===== src/rtl/blink_rate_detector.sv =====
// Blink-rate detector: measures the interval between i_Sig transitions,
// classifies it as 1/2/5/10 Hz and locks after LOCK_COUNT consistent intervals.
module blink_rate_detector #(
  parameter int CNT_W      = 25,
  parameter int HP_1       = 12500000,
  parameter int HP_2       = 6250000,
  parameter int HP_5       = 2500000,
  parameter int HP_10      = 1250000,
  parameter int TOL_SHIFT  = 4,
  parameter int TIMEOUT    = 25000000,
  parameter int LOCK_COUNT = 3
) (
  input  logic             i_Clk,
  input  logic             i_Rst,
  input  logic             i_Sig,
  output logic [2:0]       o_Rate,
  output logic             o_Valid,
  output logic [CNT_W-1:0] o_Period,
  output logic             o_Period_Strobe
);

  localparam int MW = $clog2(LOCK_COUNT + 1) + 1;
  localparam logic [CNT_W-1:0] L_HP1     = CNT_W'(HP_1);
  localparam logic [CNT_W-1:0] L_HP2     = CNT_W'(HP_2);
  localparam logic [CNT_W-1:0] L_HP5     = CNT_W'(HP_5);
  localparam logic [CNT_W-1:0] L_HP10    = CNT_W'(HP_10);
  localparam logic [CNT_W-1:0] L_TIMEOUT = CNT_W'(TIMEOUT);
  localparam logic [MW-1:0]    L_LOCK    = MW'(LOCK_COUNT);

  typedef enum logic [1:0] {S_IDLE, S_ARMED, S_TRACK, S_LOCKED} state_t;

  logic             r_sync1, r_sync2, r_sig_d;
  logic [CNT_W-1:0] r_count;
  state_t           r_state, w_state_next;
  logic [2:0]       r_cand, w_cand_next;
  logic [MW-1:0]    r_match, w_match_next;
  logic [2:0]       r_rate, w_rate_next;
  logic             r_valid, w_valid_next;
  logic [CNT_W-1:0] r_period, w_period_next;
  logic             r_strobe, w_strobe_next;
  logic             w_edge;
  logic [2:0]       w_class;

  // Difference kept at CNT_W+1 bits so it can never wrap.
  function automatic logic is_match(input logic [CNT_W-1:0] p, input logic [CNT_W-1:0] hp);
    logic [CNT_W:0] diff;
    if (p >= hp) diff = {1'b0, p} - {1'b0, hp};
    else         diff = {1'b0, hp} - {1'b0, p};
    return diff <= ({1'b0, hp} >> TOL_SHIFT);
  endfunction

  assign w_edge = r_sync2 ^ r_sig_d;

  always_ff @(posedge i_Clk or posedge i_Rst) begin
    if (i_Rst) begin
      r_sync1 <= 1'b0;
      r_sync2 <= 1'b0;
      r_sig_d <= 1'b0;
      r_count <= '0;
    end else begin
      r_sync1 <= i_Sig;
      r_sync2 <= r_sync1;
      r_sig_d <= r_sync2;
      if (w_edge)                   r_count <= CNT_W'(1);
      else if (r_count < L_TIMEOUT) r_count <= r_count + 1'b1;
    end
  end

  always_comb begin
    w_class = 3'd0;
    if      (is_match(r_count, L_HP1))  w_class = 3'd1;
    else if (is_match(r_count, L_HP2))  w_class = 3'd2;
    else if (is_match(r_count, L_HP5))  w_class = 3'd3;
    else if (is_match(r_count, L_HP10)) w_class = 3'd4;
  end

  always_comb begin
    w_state_next  = r_state;
    w_cand_next   = r_cand;
    w_match_next  = r_match;
    w_rate_next   = r_rate;
    w_valid_next  = r_valid;
    w_period_next = r_period;
    w_strobe_next = 1'b0;
    if (w_edge) begin
      if (r_state == S_IDLE) begin
        w_state_next = S_ARMED;
      end else begin
        w_strobe_next = 1'b1;
        w_period_next = r_count;
        if (!(r_state == S_LOCKED && w_class == r_rate)) begin
          // Leaving lock: drop the rate, then re-run this interval through TRACK/ARMED.
          w_rate_next  = 3'd0;
          w_valid_next = 1'b0;
          if (w_class == 3'd0) begin
            w_state_next = S_ARMED;
          end else begin
            if (r_state == S_TRACK && w_class == r_cand) begin
              w_match_next = r_match + 1'b1;
            end else begin
              w_cand_next  = w_class;
              w_match_next = MW'(1);
            end
            if (w_match_next >= L_LOCK) begin
              w_state_next = S_LOCKED;
              w_rate_next  = w_cand_next;
              w_valid_next = 1'b1;
            end else begin
              w_state_next = S_TRACK;
            end
          end
        end
      end
    end else if (r_state != S_IDLE && r_count == L_TIMEOUT) begin
      w_state_next = S_IDLE;
      w_rate_next  = 3'd0;
      w_valid_next = 1'b0;
    end
  end

  always_ff @(posedge i_Clk or posedge i_Rst) begin
    if (i_Rst) begin
      r_state  <= S_IDLE;
      r_cand   <= 3'd0;
      r_match  <= '0;
      r_rate   <= 3'd0;
      r_valid  <= 1'b0;
      r_period <= '0;
      r_strobe <= 1'b0;
    end else begin
      r_state  <= w_state_next;
      r_cand   <= w_cand_next;
      r_match  <= w_match_next;
      r_rate   <= w_rate_next;
      r_valid  <= w_valid_next;
      r_period <= w_period_next;
      r_strobe <= w_strobe_next;
    end
  end

  assign o_Rate          = r_rate;
  assign o_Valid         = r_valid;
  assign o_Period        = r_period;
  assign o_Period_Strobe = r_strobe;

endmodule


===== config.mk =====
export PLATFORM = sky130hd
export DESIGN_NAME = blink_rate_detector
export DESIGN_NICKNAME = d
export VERILOG_FILES = /design/src/rtl/blink_rate_detector.sv
export SDC_FILE = /design/constraint.sdc
export NUM_CORES = 1
export LEC_CHECK = 0
export ABC_AREA = 0
export CORE_UTILIZATION = 55
export CTS_CLUSTER_SIZE = 30
export DETAILED_ROUTE_END_ITERATION = 8
export PLACE_DENSITY = 0.77
export SETUP_SLACK_MARGIN = 0.2
export SLEW_MARGIN = 20
export SYNTH_ARGS = -nofsm -noshare
export SYNTH_HDL_FRONTEND = slang
export SYNTH_SLANG_ARGS = --single-unit

===== constraint.sdc =====
create_clock -name i_Clk -period 14.7 [get_ports i_Clk]
set_clock_uncertainty 0.15 [all_clocks]
set_input_delay 1.47 -clock i_Clk [delete_from_list [all_inputs] [get_ports i_Clk]]
set_output_delay 1.47 -clock i_Clk [all_outputs]
set_load 0.01 [all_outputs]

==> summary.md, run 1 <==
| Metric | Value |
|---|---|
| Status | `finished clean` |
| Pwr dens | `58.39 nW/µm²` |
| Worst Tran Pin Value | `0.8637 ns` |
| Top_reg_cell synth | `dfrtp_1` |
| Reg-to-Reg Start | `r_count[5]` |
| Mapped Cells | `1058` |
| H-tree levels | `3` |
| Register area share after synthesis | `0.2067` |
| Fin crit period | `5.868 ns` |
| Reg2Reg Capture Point | `r_cand[0]` |
| GRT Residual Overflow | `0` |
| Die height | `122.5 µm` |
| CTS tree | `done` |
| Setup Fix Bufs, Post-CTS | `0` |
| Syn avg cell area | `7.553 µm²` |
| Core Region | `14040 µm²` |
| Maximum vdd drop | `48.17 µV` |
| Syn-to-layout area delta | `7.390%` |
| Port bufs | `32` |
| Post-synth EDFFs | `0` |
| Setup TNS after final layout | `0 ns` |
| Clock sinks | `66` |
| CP Data Required Time | `14.78 ns` |
| Initial antenna violation count | `0` |
| Ys Warns | `0` |
| CP Launch Type | `register` |
| Max-Cap Viols | `0` |
| Post-cts hold buffer count | `0` |
| CP max FO | `22` |
| Fmax | `170.4 MHz` |
| Drt wl/cell | `22.85 µm` |
| Fraction of layout instances using a drive strength above 1 | `0.1024` |
| GRT Util Overall | `0.3799` |
| Final net count | `1047` |
| Leak | `3.143 nW` |
| Drt drc | `0` |
| Diode count | `0` |
| Vias per cell | `7.207` |
| Die footprint | `15020 µm²` |
| Clock transition at the registers of the reported paths | `0.06 ns` |
| Vias in the first global route | `7960` |
| I/O pins | `33` |
| P_sw | `0.1428 mW` |
| GP Congestion | `1.002` |
| Core Rows | `43` |
| Slew margin rel. | `0.4190` |
| Hold Path Origin | `r_sync1` |
| Vias | `8756` |
| Total wire length | `27760 µm` |
| Power Internal | `0.3583 mW` |
| Hold Slack | `0.2055 ns` |
| Routed Antenna Nets | `0` |
| Combinational fraction of design power | `0.126` |
| Worst Hold End | `r_sync2` |
| Setup CP Type | `reg -> reg` |
| Clock group share of total power | `0.472` |
| Distinct cells, synth | `115` |
| Iter 0 DRT Violations | `1547` |
| Slew Limit Fails | `0` |
| PostCTS Resize Cnt | `0` |
| Overall Power | `0.5011 mW` |
| Hpwl dp | `19080 µm` |
| Worst path arrival time | `5.95 ns` |
| DP Worst Slack | `9.030 ns` |
| CTS Buf Count | `9` |
| Most frequent cells in the layout | `97 x nand2_1, 89 x nor2_1, 71 x o21ai_0` |
| Asr flop ratio synth | `1.000` |
| Switch share | `0.2851` |
| Die X-Extent | `122.5 µm` |
| Largest net degree at the start of global routing | `67` |
| Setup violations, final | `0` |
| #FFs+latches synth | `66` |
| RSZ-0062 raised after global routing | `no` |
| Final Hold Viols | `0` |
| CTS Buffer Depth | `2` |
| Setup slack, reg-to-reg | `8.83 ns` |
| Worst hold path type | `reg -> reg` |
| Seq pwr share | `0.401` |
| Final worst-path cycle share | `0.3992` |
| Synth Cell Area | `7991 µm²` |
| Leading cell type in the layout, fill and taps excluded | `nand2_1` |
| Worst setup margin | `8.832 ns` |
| Pre-antenna DRT Iters | `7` |
| Final core utilization | `0.6112` |
| Layout Cells excl Fill | `1215` |
| Hold Path Depth | `0` |
| R2R depth | `15` |
| Placed cell area | `8264 µm²` |
| Placed insts | `1200` |
| Syn Nets | `1074` |
| First-pass GRT wire length | `43790 µm` |
| CTS root buf | `clkbuf_16` |
| Latest clock arrival within the worst-skew pair | `0.35 ns` |
| Crit end category | `register` |
| Cell area after layout | `8582 µm²` |
| Initial Util | `0.5691` |
==> critical path: stages (launching register included) <==
cell,delay [ns]
dfrtp_1,0.82
clkinv_1,0.58
ha_1,0.50
and3b_1,0.33
o211ai_1,0.14
a211oi_2,0.58
a2111oi_0,0.16
a311oi_1,0.27
a31oi_1,0.07
a2111oi_0,0.48
and4_1,0.44
xnor2_1,0.15
nand3_1,0.17
o31ai_4,0.44
nor2_4,0.12
mux2_1,0.33
==> state kept, by name, indices dropped and copies added (netlist names) <==
name             flops
o_Period            25
o_Period_Strobe      1
o_Rate               3
o_Valid              1
r_cand               3
r_count             25
r_match              3
r_sig_d              1
r_state              2
r_sync1              1
r_sync2              1
==> layer usage <==
metal	track usage	vias to the layer above	share of wire
li1	-	3900	-
met1	0.5166	4053	0.40
met2	0.5527	686	0.43
met3	0.08178	117	0.12
met4	0.2172	0	0.051
met5	0	-	0
==> worst max-delay path by stage <==
| stage | startpoint | endpoint | slack, ns | cells after the start |
|---|---|---|---|---|
| 5_1_grt | r_count[5] | r_cand[0] | 8.45 | 15 |
| 6_report | r_count[5] | r_cand[0] | 8.83 | 15 |
| 3_5_place_dp | r_count[5] | r_cand[0] | 9.03 | 15 |
| 3_3_place_gp | r_count[5] | r_cand[0] | 9.26 | 15 |
| 2_1_floorplan | r_count[5] | r_cand[0] | 9.95 | 17 |
| 4_1_cts | r_count[5] | r_cand[0] | 8.98 | 15 |
==> synth_stat cells (5+ instances only) <==
cell type / n / area share
a31oi_1: 13 / 0.010
mux2_2: 5 / 0.0070
clkinv_1: 7 / 0.0033
nand2b_1: 10 / 0.0078
or4_1: 8 / 0.0075
or3_1: 16 / 0.013
a2bb2oi_1: 5 / 0.0055
xor2_1: 9 / 0.0099
and4_1: 8 / 0.0088
nand2_1: 97 / 0.046
dfrtp_1: 66 / 0.21
nor2b_1: 8 / 0.0063
a311oi_1: 6 / 0.0066
o211ai_1: 15 / 0.014
nor2_1: 89 / 0.042
or2_2: 6 / 0.0047
nand3_1: 52 / 0.033
a211o_1: 7 / 0.0077
buf_2: 29 / 0.018
a211oi_1: 11 / 0.010
a21o_1: 6 / 0.0056
o31ai_1: 14 / 0.013
a2111oi_0: 6 / 0.0066
nand4_1: 29 / 0.023
mux2i_1: 12 / 0.015
nor4_1: 11 / 0.0086
o21a_1: 6 / 0.0056
nor3_1: 39 / 0.024
a22oi_1: 6 / 0.0056
xnor2_1: 68 / 0.075
buf_1: 11 / 0.0052
and3_1: 7 / 0.0055
and2_1: 9 / 0.0070
a21oi_1: 60 / 0.038
o21ai_1: 11 / 0.0069
o21ai_0: 71 / 0.044
ha_1: 13 / 0.020
clkbuf_1: 40 / 0.019
o221ai_1: 5 / 0.0055
o22ai_1: 7 / 0.0055
inv_1: 22 / 0.010
==> cell type report <==
type                            count  area, µm²
Clock buffer                        9      225.2
Clock inverter                      6      92.59
Fill cell                        1284       5460
Inverter                           33      123.9
Multi-Input combinational cell    870       5801
Sequential cell                    66       1652
Tap cell                          180      225.2
Timing Repair Buffer               51      462.9
==> cells by family after synthesis <==
logic type | count (synthesis) | synth area share
DFF | 66 | 0.2067
buffers and inverters | 122 | 0.06889
and+or+nand+nor | 433 | 0.2958
muxes | 20 | 0.02818
xor gates and xnor gates | 81 | 0.09253
adders and majority gates | 13 | 0.02035
AOI/OAI and AO/OA | 323 | 0.2876
==> power groups by stage <==
stage	sequential [mW]	clock [mW]	combinational, mW
2_1_floorplan	0.196	0	0.0489
3_3_place_gp	0.204	0	0.0620
3_5_place_dp	0.204	0	0.0622
4_1_cts	0.201	0.239	0.0627
5_1_grt	0.202	0.246	0.0688
6_report	0.201	0.237	0.0632
Power figures use the tool's default switching activity.
==> run 2: changes to the inputs <==
--- a/config.mk
+++ b/config.mk
@@ -9,7 +9,7 @@
 export CORE_UTILIZATION = 55
 export CTS_CLUSTER_SIZE = 30
 export DETAILED_ROUTE_END_ITERATION = 8
-export PLACE_DENSITY = 0.77
+export PLACE_DENSITY = 0.8
 export SETUP_SLACK_MARGIN = 0.2
 export SLEW_MARGIN = 20
 export SYNTH_ARGS = -nofsm -noshare
==> constraint.sdc (replaced) <==
create_clock -name i_Clk -period 4.85 [get_ports i_Clk]
set_clock_uncertainty 0.15 [all_clocks]
set_input_delay 0.485 -clock i_Clk [delete_from_list [all_inputs] [get_ports i_Clk]]
set_output_delay 0.485 -clock i_Clk [all_outputs]
set_load 0.01 [all_outputs]
==> run 2 against run 1 <==
- die area unchanged
- worst setup slack worse by 8.5 ns
- via count up 6.7%
- highest routed layer unchanged
- register-to-register slack worse by 8.5 ns
- critical path type unchanged
- maximum frequency up 29%
==> summary.md, run 2 (same netlist as run 1, synthesis figures left out) <==
| Metric | Value |
|---|---|
| GRT Residual Overflow | `0 (unchanged)` |
| Hpwl dp | `23170 µm (+21%)` |
| Total wire length | `30910 µm (+11%)` |
| Vias in the first global route | `8598 (+8.0%)` |
| Leak | `3.651 nW (+16%)` |
| Final net count | `1147 (+9.6%)` |
| First-pass GRT wire length | `47920 µm (+9.4%)` |
| Post-cts hold buffer count | `0 (unchanged)` |
| H-tree levels | `3 (unchanged)` |
| Clock sinks | `66 (unchanged)` |
| Top sig layer | `met4` |
| Final worst-path cycle share | `0.9400 (+0.5408)` |
| Clock transition at the registers of the reported paths | `0.06 ns (about the same)` |
| RSZ-0062 raised after global routing | `yes` |
| Drt drc | `0 (unchanged)` |
| GRT Util Overall | `0.4209 (+0.04096)` |
| Metal-1 WL | `12160 µm (+8.2%)` |
| Routed Antenna Nets | `0 (unchanged)` |
| Layout Cells excl Fill | `1316 (+8.3%)` |
| Setup violations, final | `0 (unchanged)` |
| CP max FO | `10 (-55%)` |
| Pre-antenna DRT Iters | `9 (+2)` |
| Maximum vdd drop | `149.5 µV (+210%)` |
| Final Hold Viols | `0 (unchanged)` |
| Latest clock arrival within the worst-skew pair | `0.35 ns (about the same)` |
| CTS Buffer Depth | `2 (unchanged)` |
| Worst path arrival time | `4.64 ns (-1.31 ns)` |
| Most frequent cells in the layout | `115 x buf_4, 97 x nand2_1, 88 x nor2_1` |
| Die height | `122.5 µm (unchanged)` |
| Setup CP Type | `reg -> reg` |
| Worst hold path type | `reg -> reg` |
| GP Congestion | `1.042 (+4.0%)` |
| Placed insts | `1292 (+7.7%)` |
| Vias per cell | `7.102 (-1.5%)` |
| Initial antenna violation count | `0 (unchanged)` |
| Max-Cap Viols | `0 (unchanged)` |
| CTS tree | `done` |
| DP Worst Slack | `0.02866 ns (-9.001 ns)` |
| Slew margin rel. | `0.4940 (+0.07501)` |
| CTS Buf Count | `9 (unchanged)` |
| CTS root buf | `clkbuf_16` |
| Hold Path Depth | `0 (unchanged)` |
| Die X-Extent | `122.5 µm (unchanged)` |
| Worst Tran Pin Value | `0.7579 ns (-0.1059 ns)` |
| Leading cell type in the layout, fill and taps excluded | `buf_4` |
| I/O pins | `33 (unchanged)` |
| Wire length on met2 | `13100 µm (+11%)` |
| R2R depth | `14 (-1)` |
| Drt wl/cell | `23.49 µm (+2.8%)` |
| CP Data Required Time | `4.93 ns (-9.85 ns)` |
| Largest net degree at the start of global routing | `44 (-34%)` |
| Initial Util | `0.5691 (unchanged)` |
| Port bufs | `32 (unchanged)` |
| Setup TNS after final layout | `0 ns (unchanged)` |
| Iter 0 DRT Violations | `1245 (-20%)` |
| Fraction of layout instances using a drive strength above 1 | `0.2042 (+0.1018)` |
| Status | `finished clean` |
| Pwr dens | `160.6 nW/µm² (+170%)` |
| Vias | `9346 (+6.7%)` |
| Syn-to-layout area delta | `18.44%` |
| Crit end category | `register` |
| Worst setup margin | `0.2910 ns (-8.541 ns)` |
| Diode count | `0 (unchanged)` |
| Slew Limit Fails | `0 (unchanged)` |
| Die footprint | `15020 µm² (unchanged)` |
| CP Launch Type | `register` |
| Met3 WL | `3744 µm (+15%)` |
| # fillers | `1208 (-5.9%)` |
| Final core utilization | `0.6741 (+0.06291)` |
| Core Region | `14040 µm² (unchanged)` |
| Fmax | `219.3 MHz (+29%)` |
| Fin crit period | `4.559 ns (-1.309 ns)` |
| Core Rows | `43 (unchanged)` |
==> run 2: path summary, 6_finish.rpt <==
kind,start,to,slack [ns]
min reg2reg,r_sync1,r_sync2,0.20
max in group asynchronous,i_Rst,r_count[16],3.17
min,r_sync1,r_sync2,0.20
max,r_count[15],o_Rate[0],0.29
max reg2reg,r_count[15],o_Rate[0],0.29
min in group asynchronous,i_Rst,o_Period_Strobe,0.44
==> run 2: metal layers <==
metal  track usage  up-vias
li1              -     4102
met1        0.5600     4310
met2        0.6327      757
met3       0.09480      177
met4        0.2226        0
met5             0        -
==> run 2: timing repair <==
item                                    in CTS  in global routing
gates resized for setup                      3                 35
endpoints found under the setup margin      12                 12
pin swaps                                    2                 12
setup buffers                                1                  7
==> run 2: worst max-delay path, stage by stage (launching register included) <==
cell,delay (ns)
dfrtp_1,0.53
buf_4,0.25
nor3_2,0.37
a211o_1,0.22
and3_1,0.30
nand2_2,0.22
a311oi_1,0.27
o311ai_0,0.22
a2111oi_2,0.50
and4_2,0.35
xnor2_1,0.12
nand3_1,0.19
o31a_2,0.39
and4_1,0.17
a32o_1,0.20
==> run 2: cell type report <==
type                       count  area, µm²  share of cell area
clock buffer                  10      239.0             0.02525
multi-input combinational    870       5912              0.6246
tap                          180      225.2             0.02379
inverter                      33      128.9             0.01362
clock inverter                 6      65.06            0.006874
timing repair buffer         151       1237              0.1307
sequential                    66       1658              0.1751
==> run 2: through the flow <==
step | hold WS [ns] | instance area (µm²) | total power, mW
5_1_grt | 0.2164 | 9465 | 1.569
3_5_place_dp | 0.1913 | 8974 | 0.8260
2_1_floorplan | 0.1812 | 7999 | 0.7414
3_3_place_gp | 0.1884 | 8974 | 0.8235
6_report | 0.2024 | 9465 | 1.520
4_1_cts | 0.2045 | 9293 | 1.509
==> run 2: report_power, final <==
| group | switching, mW | internal (mW) |
|---|---|---|
| clock network | 0.269 | 0.413 |
| logic | 0.161 | 0.0938 |
| registers | 0.0173 | 0.566 |
| total | 0.447 | 1.07 |
==> run 3: changes to the inputs <==
==> constraint.sdc (replaced) <==
create_clock -name i_Clk -period 4.85 [get_ports i_Clk]
set_clock_uncertainty 0.15 [all_clocks]
set_input_delay 0.485 -clock i_Clk [delete_from_list [all_inputs] [get_ports i_Clk]]
set_output_delay 0.485 -clock i_Clk [all_outputs]
set_load 0.1 [all_outputs]
==> results of run 3 <==
Same layout as run 2 (identical final DEF). Status: finished clean.
Among the figures that moved: total power 1.520 mW -> 1.577 mW; worst IR drop on VDD 149.5 µV -> 222.2 µV
==> variant: new RTL, settings of run 3 <==
Add an input register stage for `i_Sig`, cleared by the reset; this delays it by one clock.
--- a/src/rtl/blink_rate_detector.sv
+++ b/src/rtl/blink_rate_detector.sv
@@ -30,4 +30,14 @@
   typedef enum logic [1:0] {S_IDLE, S_ARMED, S_TRACK, S_LOCKED} state_t;
 
+  logic i_Sig_q;
+
+  always_ff @(posedge i_Clk or posedge i_Rst) begin
+    if (i_Rst) begin
+      i_Sig_q <= '0;
+    end else begin
+      i_Sig_q <= i_Sig;
+    end
+  end
+
   logic             r_sync1, r_sync2, r_sig_d;
   logic [CNT_W-1:0] r_count;
@@ -59,5 +69,5 @@
       r_count <= '0;
     end else begin
-      r_sync1 <= i_Sig;
+      r_sync1 <= i_Sig_q;
       r_sync2 <= r_sync1;
       r_sig_d <= r_sync2;
Check against the original RTL: not equivalent (a bounded check fails within 10 cycles, from zero or initial values and one cycle with i_Rst high).
==> variant against run 3 <==
- total power up 0.48%
- wire length rose by 5.3%
- largest power group unchanged
- synthesized area fell by 0.74%
- setup slack got worse by 63 ps
- non-clock buffer count grew 12
- first-iteration DRC count is 6.3% lower
- final area is 2.5% higher
- combinational power shrank 3%
- sequential cell count increased by 1
==> variant: results (changes against run 3) <==
- Largest net degree at the start of global routing: 45 (+2.3%)
- Synth cell count leaders: 104 x nand2_1, 76 x nor2_1, 73 x a21oi_1, 72 x o21ai_0, 67 x dfrtp_1
- Status: complete, no violations
- Gpl congestion: 1.060 (+1.7%)
- Synth area leaders: dfrtp_1 21%, xnor2_1 5.3%, nand2_1 4.9%
- Max FO, Critical Path: 11 (+1)
- Synthesized netlist net count: 1081 (+0.65%)
- I/O Buffers: 32 (unchanged)
- EDFF count, synth: 0 (unchanged)
- Cell Area, Placed: 9005 um^2 (+0.35%)
- Layout fillers: 1217 (+0.75%)
- Leakage power: 3.781 nW (+3.6%)
- Wire length per cell: 24.46 um (+4.1%)
- Vias in the first global route: 8637 (+0.45%)
- Share of post-route cells with drive strength above 1: 0.2052 (+0.0009920)
- Hpwl dp: 24.10 mm (+4.0%)
- Synth unique cells: 101 (-12%)
- Global-route wire length before repair: 48.56 mm (+1.3%)
- Slew @ Worst Pin: 983.9 ps (-22.58 ps)
- CP max-delay cell: a2111oi_4
- Sw Pwr: 0.0004955 W (-1.8%)
- Critical Path Max Stage Delay: 430 ps (-100 ps)
- Sequential element share of the synthesized area: 0.2114 (+0.004687)
- CP arrival: 4720 ps (+80 ps)
- Global Route Usage Sum: 0.4330 (+0.01214)
- Layout Nets: 1161 (+1.2%)
- Vias/cell: 7.107 (about the same)
==> variant: per-layer routing <==
metal  vias up  routed length [um]  GRT usage  share of wire
li1       4200                   -          -              -
met4         0                1826     0.2409          0.056
met1      4415               12690     0.5542           0.39
met3       148                3809     0.1194           0.12
met5         -                   0          0              0
met2       689               14200     0.6547           0.44
==> variant: cells by family after synthesis <==
logic type,count (synthesis),share of synthesized area
and+or+nand+nor,440,0.3014
DFF,67,0.2114
AOI/OAI and AO/OA,347,0.3126
adders and majority gates,13,0.02051
buffers and inverters,116,0.05915
muxes,20,0.02650
xor gates and xnor gates,62,0.06845
==> variant: repair_timing <==
action	in CTS	in global routing
pin swaps	0	8
resized for setup	7	59
gates cloned	0	0
setup buffers	0	12
setup endpoints to repair	9	12
==> variant: worst paths after layout <==
kind | startpoint | slack [ps] | end | cells past startpoint
worst max register to register | r_count[0] | 230 | o_Rate[0] | 19
worst max-delay path | r_count[0] | 230 | o_Rate[0] | 19
min in group asynchronous | i_Rst | 370 | o_Period[6] | 2
max in group asynchronous | i_Rst | 3160 | r_count[24] | 3
worst min register to register | i_Sig_q | 200 | r_sync1 | 0
worst min-delay path | i_Sig_q | 200 | r_sync1 | 0
==> variant: power by group through the flow <==
stage / clock network, W / logic, W / registers, W
4_1_cts: 0.000692 / 0.000271 / 0.000593
3_3_place_gp: 0 / 0.000269 / 0.000603
3_5_place_dp: 0 / 0.000270 / 0.000604
5_1_grt: 0.000715 / 0.000320 / 0.000595
6_report: 0.000688 / 0.000303 / 0.000593
2_1_floorplan: 0 / 0.000130 / 0.000651
==> variant: final cells by class <==
type	instances	area, um^2	share of cell area
clock buffers	11	242.7	0.02502
well taps	180	225.2	0.02321
repair buffers	163	1324	0.1364
clock inverters	5	60.06	0.006190
multi-input cells	882	6080	0.6266
flip-flops and latches	67	1688	0.1740
inverters	22	82.58	0.008512
==> variant: through the flow <==
| stage | hold WS [ps] | cells | setup WS [ps] |
|---|---|---|---|
| 2_1_floorplan | 181.2 | 1065 | 200.5 |
| 3_3_place_gp | 183.7 | 1302 | 163.0 |
| 3_5_place_dp | 194.9 | 1302 | 89.10 |
| 4_1_cts | 205.6 | 1318 | 213.4 |
| 5_1_grt | 208.0 | 1330 | 39.68 |
| 6_report | 204.1 | 1330 | 228.2 |
